`src/rtl/riscv151_mem_pkg.sv`:
```
// Shared definitions for the Riscv151 memory-port arbitration logic.
package riscv151_mem_pkg;

    localparam int unsigned BE_W   = 4;
    localparam int unsigned DATA_W = 32;

    typedef enum logic [1:0] {
        OWN_NONE = 2'd0,
        OWN_IF   = 2'd1,
        OWN_D    = 2'd2
    } owner_e;

endpackage

```
`src/rtl/mem_port_arbiter.sv`:
```
// Arbitrates one synchronous-read memory between instruction fetch and load/store,
// routing one-cycle-latency read data back to the port that issued the read.
module mem_port_arbiter
    import riscv151_mem_pkg::*;
#(
    parameter int unsigned AW           = 12,
    parameter int unsigned STARVE_LIMIT = 4
) (
    input  logic              clk,
    input  logic              rst,

    input  logic              if_req,
    input  logic [AW-1:0]     if_addr,
    output logic              if_gnt,
    output logic              if_rvalid,
    output logic [DATA_W-1:0] if_rdata,

    input  logic              d_req,
    input  logic [BE_W-1:0]   d_we,
    input  logic [AW-1:0]     d_addr,
    input  logic [DATA_W-1:0] d_wdata,
    output logic              d_gnt,
    output logic              d_rvalid,
    output logic [DATA_W-1:0] d_rdata,

    output logic              mem_en,
    output logic [BE_W-1:0]   mem_we,
    output logic [AW-1:0]     mem_addr,
    output logic [DATA_W-1:0] mem_din,
    input  logic [DATA_W-1:0] mem_dout,

    output logic [31:0]       fetch_stall_cnt
);

    localparam int unsigned SW = $clog2(STARVE_LIMIT + 1);
    localparam logic [SW-1:0] LIMIT = SW'(STARVE_LIMIT);

    owner_e        owner_q, owner_d;
    logic [SW-1:0] starve_q, starve_d;
    logic [31:0]   stall_q, stall_d;
    logic          starved;
    logic          if_denied;

    // Data normally wins a collision; a fetch that has waited LIMIT cycles takes the slot.
    assign starved   = (starve_q == LIMIT);
    assign if_gnt    = if_req & (~d_req | starved);
    assign d_gnt     = d_req & ~(if_req & starved);
    assign if_denied = if_req & ~if_gnt;

    always_comb begin
        mem_en   = if_gnt | d_gnt;
        mem_addr = if_gnt ? if_addr : d_addr;
        mem_we   = d_gnt ? d_we : '0;
        mem_din  = d_wdata;
    end

    always_comb begin
        owner_d = OWN_NONE;
        if (if_gnt) begin
            owner_d = OWN_IF;
        end else if (d_gnt && (d_we == '0)) begin
            owner_d = OWN_D;
        end
    end

    always_comb begin
        starve_d = '0;
        if (if_denied) begin
            starve_d = starved ? starve_q : starve_q + SW'(1);
        end
        stall_d = stall_q + {31'd0, if_denied};
    end

    always_ff @(posedge clk or negedge rst) begin
        if (!rst) begin
            owner_q  <= OWN_NONE;
            starve_q <= '0;
            stall_q  <= '0;
        end else begin
            owner_q  <= owner_d;
            starve_q <= starve_d;
            stall_q  <= stall_d;
        end
    end

    assign if_rvalid       = (owner_q == OWN_IF);
    assign d_rvalid        = (owner_q == OWN_D);
    assign if_rdata        = mem_dout;
    assign d_rdata         = mem_dout;
    assign fetch_stall_cnt = stall_q;

endmodule

```
`config.mk`:
```
export PLATFORM = sky130hd
export DESIGN_NAME = mem_port_arbiter
export DESIGN_NICKNAME = d
export VERILOG_FILES = /design/src/rtl/riscv151_mem_pkg.sv /design/src/rtl/mem_port_arbiter.sv
export SDC_FILE = /design/constraint.sdc
export NUM_CORES = 1
export LEC_CHECK = 0
export BUFFER_PORTS_ARGS = -buffer_cell sky130_fd_sc_hd__buf_2
export CORE_AREA = 2 2 95 97
export DETAILED_ROUTE_END_ITERATION = 10
export DIE_AREA = 0 0 97 99
export GPL_ROUTABILITY_DRIVEN = 0
export PLACE_DENSITY = 0.76
export SYNTH_ARGS = -nofsm -noshare
export SYNTH_HDL_FRONTEND = slang
export SYNTH_SLANG_ARGS = --single-unit
```
`constraint.sdc`:
```
create_clock -name clk -period 3.22 [get_ports clk]
set_input_delay 0.161 -clock clk [delete_from_list [all_inputs] [get_ports clk]]
set_output_delay 0.161 -clock clk [all_outputs]
set_load 0.005 [all_outputs]
```
# After elaboration in Yosys (flattened, before gate mapping)
# Cells that the tools add are included.
[totals]
reg_bits = 37
out_inout_bits = 149
[classes]
add_sub_neg = 2
eq_ne = 4
n_mux = 6
bitwise_logic = 9
reduce_logical = 2
[ops]
columns = ["operator", "count"]
rows = [
  ["32-bit by 1-bit adder with 32-bit output", 1],
  ["12-bit two-way mux", 1],
  ["3-bit two-way mux", 2],
  ["1-bit AND", 4],
  ["4-bit logical NOT", 1],
  ["2-bit two-way mux", 2],
  ["4-bit two-way mux", 1],
  ["3-bit by 1-bit adder with 3-bit output (second input constant)", 1],
  ["3-bit == test (second input constant)", 1],
  ["1-bit NOT", 3],
  ["2-bit by 1-bit == test with 1-bit output (second input constant)", 1],
  ["2-bit == test (second input constant)", 1],
  ["2-bit != test (second input constant)", 1],
  ["1-bit OR", 2],
  ["1-bit logical AND", 1],
]

# Longest topological paths before layout
[logic_depth]
ltp_word = 7
ltp_mapped = 12
depth_no_buf = 11

# Worst setup path after synthesis
# OpenSTA, ideal clock, no wires.
[synth_timing]
path_type = "reg-to-reg"
startpoint = "reg starve_q[0]"
endpoint = "reg stall_q[26] (netlist: fetch_stall_cnt[26])"
setup_time_ps = 79
arrival_ps = 2042
path_slack_ps = 1099
path_stages_with_launch = 13
period_less_slack_ps = 2121
path_cell_list = "dfrtp_1 -> inv_1 -> ha_1 -> nand2_1 -> nand3_1 -> inv_1 -> ha_1 -> ha_1 -> and2_1 -> clkbuf_1 -> nand4_4 -> nor4_1 -> xor2_1"
[synth_via]
elab_chain_len = 6
[synth_rtl]
columns = ["element", "line", "rtl"]
rows = [
  ["start: declaration", "mem_port_arbiter.sv:39", "logic [SW-1:0] starve_q, starve_d;"],
  ["start signal: assignment", "mem_port_arbiter.sv:81", "starve_q <= starve_d;"],
  ["3-bit == test", "mem_port_arbiter.sv:45", "assign starved = (starve_q == LIMIT);"],
  ["1-bit OR", "mem_port_arbiter.sv:46", "assign if_gnt = if_req & (~d_req | starved);"],
  ["1-bit AND", "mem_port_arbiter.sv:46", ""],
  ["1-bit NOT", "mem_port_arbiter.sv:48", "assign if_denied = if_req & ~if_gnt;"],
  ["1-bit AND", "mem_port_arbiter.sv:48", ""],
  ["32-bit by 1-bit adder with 32-bit output", "mem_port_arbiter.sv:71", "stall_d = stall_q + {31'd0, if_denied};"],
  ["via stall_d[26]", "mem_port_arbiter.sv:40", "logic [31:0] stall_q, stall_d;"],
  ["end signal: assignment", "mem_port_arbiter.sv:82", "stall_q <= stall_d;"],
  ["end: declaration", "mem_port_arbiter.sv:40", ""],
]
# The timed path passes the listed nets, and every way through them passes these cells.
# A chain may end at the register's enable or synchronous reset.

# Worst setup path in the final report
# Same ends and word-level chain as after synthesis.

==> metrics.cfg <==
[floorplanning]
start_util_pct=30.5
rows=34
io_pins=245
dieWidth_um=97
die_area_sq_um=9600
die_h_um=99
fp.coreArea_sq_um=8550

[hold_path]
hold_path_class=primary input to flop

[logic_synthesis]
synth_xor_area_share_pct=10.4
netlist_area_sq_um=2600
yosys-top-cells-count=96 x buf_4, 37 x dfrtp_1, 17 x xor2_1
synth_top_family_by_area=buffers and inverters
yosysMostFrequentCell=buf_4
synth_cell_types=26
syn-num-nets=359
synth-compound-area-share_pct=0.240
ys_ff_latch=37
synthArstFlopShare_pct=100
synth_seq_area_share_pct=35.6
synthAdderAreaFrac_pct=1.92
muxShareOfSynthArea_pct=5.19
ys.flop_type=dfrtp_1
synth_warnings=0
synth-edff-count=0
syn_avg_cell_area_sq_um=10.1
yosys.area_share.simple_pct=17.0
synthTopCellsByArea=dfrtp_1 36%, buf_4 28%, xor2_1 5.7%, mux2_2 5.2%, xnor2_1 4.7%
synthDominantCellAreaShare_pct=35.6
yosys.area.top_type=dfrtp_1
syn_inst=259

[cells_and_area]
nets=351
diodes=0
fill_cells=905
final_cells=360
multiInputGateArea_sq_um=906
syn2layout_area_growth_pct=-3.32
ff_latch_area_sq_um=926
drive_above_1_share_pct=44.4

[grt]
grt_use_met2_pct=14.8
grt_use_total_pct=10.8
grt_pass1_vias=1629
grt_remaining_overflow=0
met3_usage_pct=4.82
antenna_found_initial=0
use_met1_pct=14.5
grt_first_pass_wirelength_mm=8.38
grt_max_degree=38
top_usage_layer=met2

[timing]
post-route-period-util_pct=71.5
slew_viol_final=0
worst-slew-pin-transition_ps=835
grt_setup_unrepaired=false
hold_violations=0
setup_viol=0
fin_skew_ps=7.80
tns_ps=0
period_needed_ps=2300
relSlewSlack_pct=44.3
fmax_mhz=434

[worst_setup_path]
critPathArrivalTime_ps=2520
worst_setup_path_start_kind=flop
max_stage_delay_ps=380
cp.required_ps=3440
worstSetupEndpointType=flop
worstPathCellList=inv_1 > ha_1 > nand2_1 > nand3_1 > inv_1 > ha_1 > ha_1 > and2_1 > nand4_4 > nor4_1 > xor2_1
cp_slowest_cell=dfrtp_1
critPathTopFamily=simple AND/OR/NAND/NOR gates
crit_type=flop to flop
crit_fanout=10
path_common_cell=ha_1
critPathBufInv=2

[power_and_ir_drop]
power_leakage_uw=0.00138
finalPower_uw=1040
ir_drop_mv=0.163
powerDensity_nw_per_um2=415

[routing]
viasPerCell=4.45
drt-pass1-iter-count=5
drt-total-wl_mm=5.31
antenna_left=0
avgRoutedWirePerCell_um=14.8
num_vias=1601
post-route-drc-count=0
drt-initial-drc-count=72

[run_status]
status=finished clean

[cts]
cts_buffers=5
clk_latency_ps=300
hold_buffers=1
cts_num_sinks=37
cts_resized=0
cts_tree=built
htreeDepth=2
clockRootBuffer=clkbuf_8
clkTransAtPathRegs_ps=90
postCtsSetupBuffers=0
cts_buffer_depth=2

[place]
port-buffer-count=84
dp.cells=351
dpl.hpwl_mm=4.15

[job]
maxCapViolations=0

-- where the power goes --
group	internal, uW	switching, uW	total [uW]
Sequential	501	39.4	540
Combinational	80.8	75.1	156
Clock	158	191	349
Total	739	305	1040
-- flip-flops by register name, summed over array words and instances, names as in the netlist --
name,count
starve_q,3
owner_q,2
fetch_stall_cnt,32
-- worst min-delay path, cell delays in order --
cell	delay [ps]
buf_2	80
nor4_1	40
and2_1	140
-- final timing paths --
| kind | slack (ps) | endpoint | depth (start not counted) | startpoint |
|---|---|---|---|---|
| max reg2reg | 920 | fetch_stall_cnt[26]$_DFF_PN0_ | 11 | starve_q[0]$_DFFE_PN0P_ |
| max | 920 | fetch_stall_cnt[26]$_DFF_PN0_ | 11 | starve_q[0]$_DFFE_PN0P_ |
| min in group asynchronous | 500 | fetch_stall_cnt[13]$_DFF_PN0_ | 2 | rst |
| max in group asynchronous | 2190 | fetch_stall_cnt[31]$_DFF_PN0_ | 2 | rst |
| min reg2reg | 470 | starve_q[0]$_DFFE_PN0P_ | 1 | starve_q[0]$_DFFE_PN0P_ |
| min | 170 | owner_q[1]$_DFF_PN0_ | 3 | d_we[1] |
-- layout by cell type, fill, tap and decap left out, types with 2 or more instances in the layout --
| master | instances |
|---|---|
| dfrtp_1 | 37 |
| and4_1 | 5 |
| and2_1 | 7 |
| nand3_1 | 9 |
| nand4_1 | 4 |
| inv_6 | 2 |
| nand2_1 | 12 |
| clkbuf_8 | 5 |
| nand4_4 | 3 |
| xnor2_1 | 14 |
| and3_1 | 4 |
| buf_2 | 84 |
| nor4_2 | 3 |
| inv_1 | 7 |
| nor4_1 | 4 |
| nor3_1 | 7 |
| nor2b_1 | 2 |
| nor2_1 | 4 |
| mux2_2 | 12 |
| xor2_1 | 17 |
| ha_1 | 4 |
-- kinds of logic after synthesis --
logic type	Yosys count
multiplexers	12
adder cells (fa/ha/maj)	4
flip-flops	37
buffers and inverters	107
AND/OR/NAND/NOR	67
AO/OA/AOI/OAI	1
XOR/XNOR	31
-- metal layers --
metal  share of wire [%]  vias up
li1                    -      741
met1                  44      764
met2                  44       67
met3                 8.5       29
met4                 3.0        0
met5                   0        -
-- through the flow --
step / worst slack [ps] / utilization (%) / hold WS, ps / instance area [sq um]
after floorplan: 1100 / - / -135 / 2600
after global placement: 1070 / 28.2 / 304 / 2410
after detailed placement: 946 / 28.2 / 312 / 2410
after CTS: 915 / 29.4 / 165 / 2520
after global routing: 683 / 29.4 / 168 / 2520
final: 917 / 29.4 / 168 / 2520
-- area by class of cell --
type                            count  share of cell area [%]
Clock buffer                        5                    2.73
Clock inverter                      3                   0.994
Inverter                            7                    1.04
Multi-Input combinational cell    115                    36.0
Sequential cell                    37                    36.8
Tap cell                          108                    5.37
Timing Repair Buffer               85                    17.1
No activity file was read; power rests on OpenSTA's default activity.
